===== config.mk =====
export PLATFORM = sky130hd
export DESIGN_NAME = axi_wr_ctrl_fsm
export DESIGN_NICKNAME = d
export VERILOG_FILES = /design/src/rtl/axi_wr_ctrl_fsm.sv
export SDC_FILE = /design/constraint.sdc
export NUM_CORES = 1
export LEC_CHECK = 0
export ABC_CLOCK_PERIOD_IN_PS = 3200
export BUFFER_PORTS_ARGS = -buffer_cell sky130_fd_sc_hd__buf_2
export CORE_ASPECT_RATIO = 0.5
export CORE_UTILIZATION = 51
export CTS_BUF_LIST = sky130_fd_sc_hd__clkbuf_8
export CTS_CLUSTER_SIZE = 30
export DETAILED_ROUTE_END_ITERATION = 12
export PLACE_DENSITY_LB_ADDON = 0.3
export SLEW_MARGIN = 20
export SYNTH_ARGS = -nofsm -noshare
export SYNTH_HDL_FRONTEND = slang
export SYNTH_SLANG_ARGS = --single-unit

===== constraint.sdc =====
create_clock -name clock_clk -period 3.2 [get_ports clock_clk]
set_input_delay 0.64 -clock clock_clk [delete_from_list [all_inputs] [get_ports clock_clk]]
set_output_delay 0.64 -clock clock_clk [all_outputs]
set_load 0.02 [all_outputs]

===== src/rtl/axi_wr_ctrl_fsm.sv =====
// AXI4 write-channel control FSM: routes W beats of one AW burst into NUM_CH FIFOs and issues B.
// Optional burst/stall performance counters are enabled with `define AXI_WR_CTRL_PERF_EN.
module axi_wr_ctrl_fsm #(
  parameter int NUM_CH  = 2,
  parameter int ID_W    = 4,
  parameter int ADDR_W  = 32,
  parameter int SEL_LSB = 12
) (
  input  logic              clock_clk,
  input  logic              reset_reset,
  input  logic              axs_s0_awvalid,
  output logic              axs_s0_awready,
  input  logic [ID_W-1:0]   axs_s0_awid,
  input  logic [ADDR_W-1:0] axs_s0_awaddr,
  input  logic [7:0]        axs_s0_awlen,
  input  logic [1:0]        axs_s0_awburst,
  input  logic              axs_s0_wvalid,
  output logic              axs_s0_wready,
  input  logic              axs_s0_wlast,
  output logic              axs_s0_bvalid,
  input  logic              axs_s0_bready,
  output logic [ID_W-1:0]   axs_s0_bid,
  output logic [1:0]        axs_s0_bresp,
  input  logic [NUM_CH-1:0] fifo_full,
  output logic [NUM_CH-1:0] fifo_push,
  output logic [NUM_CH-1:0] fifo_clr,
  input  logic              sw_clr,
  output logic              aw_reg_ld,
  output logic              w_reg_ld,
  output logic [7:0]        beat_idx
`ifdef AXI_WR_CTRL_PERF_EN
  ,
  output logic [31:0]       perf_bursts,
  output logic [31:0]       perf_stalls
`endif
);

  localparam int CH_W = (NUM_CH > 1) ? $clog2(NUM_CH) : 1;

  localparam logic [1:0] RESP_OKAY   = 2'b00;
  localparam logic [1:0] RESP_SLVERR = 2'b10;
  localparam logic [1:0] RESP_DECERR = 2'b11;

  typedef enum logic [1:0] {
    ST_CLR,
    ST_IDLE,
    ST_DATA,
    ST_RESP
  } state_e;

  state_e            state_q,    state_d;
  logic [ID_W-1:0]   id_q,       id_d;
  logic [7:0]        len_q,      len_d;
  logic [CH_W-1:0]   ch_q,       ch_d;
  logic [1:0]        err_q,      err_d;
  logic [7:0]        beat_q,     beat_d;
  logic              bvalid_q,   bvalid_d;
  logic [ID_W-1:0]   bid_q,      bid_d;
  logic [1:0]        bresp_q,    bresp_d;
  logic              clr_pend_q, clr_pend_d;

  logic [CH_W-1:0] aw_ch;
  logic [1:0]      aw_err;
  logic [1:0]      beat_err;
  logic            full_sel;
  logic            aw_hs;
  logic            w_hs;
  logic            b_hs;
  logic            last_beat;
  logic            unused_addr;

  assign aw_ch       = axs_s0_awaddr[SEL_LSB +: CH_W];
  assign unused_addr = ^axs_s0_awaddr;
  assign last_beat   = (beat_q == len_q);

  // Burst type 2'b10 (WRAP) and 2'b11 (reserved) both have bit 1 set.
  always_comb begin
    if (int'(aw_ch) >= NUM_CH)   aw_err = RESP_DECERR;
    else if (axs_s0_awburst[1])  aw_err = RESP_SLVERR;
    else                         aw_err = RESP_OKAY;
  end

  // An out-of-range channel matches no index and reads as not full.
  always_comb begin
    full_sel = 1'b0;
    for (int i = 0; i < NUM_CH; i++) begin
      if (ch_q == CH_W'(i)) full_sel = fifo_full[i];
    end
  end

  assign axs_s0_awready = ~reset_reset & (state_q == ST_IDLE) & ~clr_pend_q;
  assign axs_s0_wready  = ~reset_reset & (state_q == ST_DATA) &
                          ((err_q != RESP_OKAY) | ~full_sel);
  assign axs_s0_bvalid  = ~reset_reset & bvalid_q;
  assign axs_s0_bid     = bid_q;
  assign axs_s0_bresp   = bresp_q;
  assign beat_idx       = beat_q;

  assign aw_hs = axs_s0_awvalid & axs_s0_awready;
  assign w_hs  = axs_s0_wvalid  & axs_s0_wready;
  assign b_hs  = axs_s0_bvalid  & axs_s0_bready;

  assign aw_reg_ld = aw_hs;
  assign w_reg_ld  = w_hs;
  assign fifo_clr  = {NUM_CH{~reset_reset & (state_q == ST_CLR)}};

  always_comb begin
    fifo_push = '0;
    for (int i = 0; i < NUM_CH; i++) begin
      fifo_push[i] = w_hs & (err_q == RESP_OKAY) & (ch_q == CH_W'(i));
    end
  end

  // A wlast that disagrees with the length count only downgrades an OKAY burst.
  always_comb begin
    beat_err = err_q;
    if ((axs_s0_wlast != last_beat) && (err_q == RESP_OKAY)) beat_err = RESP_SLVERR;
  end

  always_comb begin
    // NOTE: every _d starts from its _q so no path through this block leaves a latch.
    state_d    = state_q;
    id_d       = id_q;
    len_d      = len_q;
    ch_d       = ch_q;
    err_d      = err_q;
    beat_d     = beat_q;
    bvalid_d   = bvalid_q;
    bid_d      = bid_q;
    bresp_d    = bresp_q;
    clr_pend_d = clr_pend_q | sw_clr;

    unique case (state_q)
      ST_CLR: begin
        clr_pend_d = sw_clr;
        state_d    = ST_IDLE;
      end
      ST_IDLE: begin
        if (clr_pend_q) begin
          state_d = ST_CLR;
        end else if (aw_hs) begin
          id_d    = axs_s0_awid;
          len_d   = axs_s0_awlen;
          ch_d    = aw_ch;
          err_d   = aw_err;
          beat_d  = 8'd0;
          state_d = ST_DATA;
        end
      end
      ST_DATA: begin
        if (w_hs) begin
          err_d = beat_err;
          if (last_beat) begin
            bvalid_d = 1'b1;
            bid_d    = id_q;
            bresp_d  = beat_err;
            state_d  = ST_RESP;
          end else begin
            beat_d = beat_q + 8'd1;
          end
        end
      end
      ST_RESP: begin
        if (b_hs) begin
          bvalid_d = 1'b0;
          state_d  = clr_pend_q ? ST_CLR : ST_IDLE;
        end
      end
      default: state_d = ST_CLR;
    endcase
  end

  // NOTE: sequential state is only ever assigned with <= so all registers update together.
  always_ff @(posedge clock_clk) begin
    if (reset_reset) begin
      state_q    <= ST_CLR;
      id_q       <= '0;
      len_q      <= '0;
      ch_q       <= '0;
      err_q      <= RESP_OKAY;
      beat_q     <= '0;
      bvalid_q   <= 1'b0;
      bid_q      <= '0;
      bresp_q    <= RESP_OKAY;
      clr_pend_q <= 1'b0;
    end else begin
      state_q    <= state_d;
      id_q       <= id_d;
      len_q      <= len_d;
      ch_q       <= ch_d;
      err_q      <= err_d;
      beat_q     <= beat_d;
      bvalid_q   <= bvalid_d;
      bid_q      <= bid_d;
      bresp_q    <= bresp_d;
      clr_pend_q <= clr_pend_d;
    end
  end

`ifdef AXI_WR_CTRL_PERF_EN
  logic [31:0] perf_bursts_q;
  logic [31:0] perf_stalls_q;
  logic        stall;

  assign stall       = (state_q == ST_DATA) & axs_s0_wvalid & ~axs_s0_wready;
  assign perf_bursts = perf_bursts_q;
  assign perf_stalls = perf_stalls_q;

  // Saturating counters, restarted on every FIFO clear.
  always_ff @(posedge clock_clk) begin
    if (reset_reset || (state_q == ST_CLR)) begin
      perf_bursts_q <= '0;
      perf_stalls_q <= '0;
    end else begin
      if (b_hs  && !(&perf_bursts_q)) perf_bursts_q <= perf_bursts_q + 32'd1;
      if (stall && !(&perf_stalls_q)) perf_stalls_q <= perf_stalls_q + 32'd1;
    end
  end
`endif

endmodule


==> metrics.txt <==
status=finished, final reports clean; register bit total from synthesis=33; syn nets=240; routed len/inst=between 10 and 15 um; final hold viol count=0; commonest cells after routing, fill and taps aside=buf_2 (45), dfxtp_1 (33), nand2_1 (22); Top Ports=78; Starting Density=0.539; post-route core utilization=0.656; # rows=14; Tmin final=approximately 2.5 ns; hold path endpoint=id_q[0]; IO Port Bufs=45; Chip Width=roughly 82 um; hold path depth=2; Inst Count DP=260; fmax=roughly 400 MHz; Slew headroom=0.573; dpl cell area=between 0.0015 and 0.002 mm2; CP Launch Type=flop; FILL cells=around 280; routed wire length=3720 um; Antenna Nets Post-Route=0; peak supply drop=between 0.0002 and 0.0003 V; crit path DAT=about 1.9 ns; Worst-path clk slew=approximately 0.07 ns; RSZ-0062 raised after global routing=false; post_cts resized=0; Setup TNS=0 ns; fin crit share=0.789; mapped cell area=about 0.0016 mm2; drt pass-1 iters=4; post-route insts no fill=268; CTS buffer count=5; first-pass GRT wire length=around 6500 um; end of the worst register-to-register path=axs_s0_bid[1]; P&R area growth vs syn=21.7%; final net count=283; Clock Latency Late Sink=between 0.2 and 0.3 ns; power per standard cell area=roughly 470 mW/mm2; most common cell after layout, fill and taps aside=buf_2; number of remaining DRC errors=0; Longest Clk Path Bufs=2; total leakage power=about 0.83 nW; Die Y=42.0 um; Root Buffer=clkbuf_8; post-synthesis sequential area ratio=0.404; CTS H-tree depth=2; R2R cell count=5; Post-CTS Hold Fix Bufs=0; Final Max Slew Viols=0; Mapped Cells=184; Post-synth EDFFs=0; reg-to-reg slack, setup=1.13 ns; detailed placement HPWL=2580 um; RD Place Congestion=roughly 0.72; via count=1485; top_reg_cell synth=dfxtp_1; largest net degree at the start of global routing=24; min-delay src=id_q[0]; Final Power=between 0.9 and 1 mW; full die area=approximately 0.0034 mm2; post-CTS setup buffer count=0; ant diodes=0; CTS tree=built; final instance area=around 0.0020 mm2; Mean Syn Cell Area=8.88 um2; element type at the critical path end=output pin; DR iter-0 viols=60; CORE AREA=between 0.003 and 0.004 mm2; YS warnings=0; number of global-route vias before repair=1429; Via density=5.54; Clock Skew=~0.0090 ns; Max Cap Viol=0; GR Overflow Total=0; count of cell types in the netlist=43; Final setup viols=0; initial antenna violation count=0; Global Route Usage Sum=0.256; Worst Max-Slew Pin Slew=roughly 0.64 ns; asr flop ratio synth=0; Req. time, crit path=2.56 ns; path type of the worst setup path=reg -> out; CP max FO=12; share of cells above drive strength 1=0.298; Min-Delay Path Class=reg -> reg; clk sink count=33
[state kept, by name, summed over array words and instances, names as in the netlist, named ones only]
| name | flops |
|---|---|
| id_q | 4 |
| err_q | 2 |
| axs_s0_bresp | 2 |
| axs_s0_bid | 4 |
| ch_q | 1 |
| clr_pend_q | 1 |
| bvalid_q | 1 |
| beat_idx | 8 |
| state_q | 1 |
| len_q | 8 |
[area by class of cell]
cell class	count	area (um2)	area share
tap	40	50.0	0.0252
clock inverter	2	33.8	0.0170
inverter	17	63.8	0.0321
sequential	33	661	0.332
clock buffer	6	82.6	0.0415
multi-input combinational	122	851	0.428
timing repair buffer	48	248	0.125
[stage by stage]
stage          hold slack, ns  setup slack [ns]
2_1_floorplan           0.441             0.382
3_3_place_gp            0.450             0.804
3_5_place_dp            0.461             0.745
4_1_cts                 0.473             0.659
5_1_grt                 0.491             0.528
6_report                0.472             0.674
[worst max-delay path by stage]
stage / slack, ns / to / cells past startpoint
2_1_floorplan: 0.38 / aw_reg_ld / 4
3_3_place_gp: 0.80 / fifo_push[0] / 5
3_5_place_dp: 0.74 / fifo_push[0] / 5
4_1_cts: 0.66 / fifo_push[0] / 4
5_1_grt: 0.53 / fifo_push[0] / 4
6_report: 0.67 / fifo_push[0] / 4
[cells by family after synthesis]
group / share of synthesized area
adders and majority gates: 0.00766
AOI/OAI and AO/OA: 0.165
xor gates and xnor gates: 0.0482
buffers and inverters: 0.0789
DFF: 0.404
muxes: 0.0452
and+or+nand+nor: 0.250
[synth_stat cells (2+ instances only)]
cell type  number  area, um2
o31ai_1        19        143
nor2_1         11       41.3
clkbuf_1        3       11.3
nand4_2         2       25.0
dfxtp_1        33        661
nand2_1        22       82.6
mux2i_1         6       60.1
xnor2_1         9       78.8
buf_2           4       20.0
or4_1           6       45.0
nand3_1         8       40.0
inv_1          17       63.8
buf_4           2       15.0
a21oi_1         9       45.0
nor4_1          2       12.5
nand4_1         2       12.5
buf_1           2       7.51
nand3b_1        2       15.0
[critical path, stage by stage (launching register included)]
cell      delay [ns]
dfxtp_1         0.55
nor3b_4         0.30
o311ai_2        0.25
nor4_1          0.26
buf_2           0.22
[where the power goes]
group          switching, mW  internal, mW
clock                  0.156         0.251
sequential            0.0145         0.423
combinational         0.0575        0.0420
total                  0.228         0.715
[metal layers]
layer | up-vias | share of wire | wire length, um | track usage
li1 | 740 | - | - | -
met1 | 704 | 0.48 | 1770 | 0.341
met2 | 36 | 0.46 | 1730 | 0.402
met3 | 5 | 0.051 | 189 | 0.0848
met4 | 0 | 0.010 | 38 | 0.0632
met5 | - | 0 | 0 | 0
No activity file was read; power rests on OpenSTA's default activity.
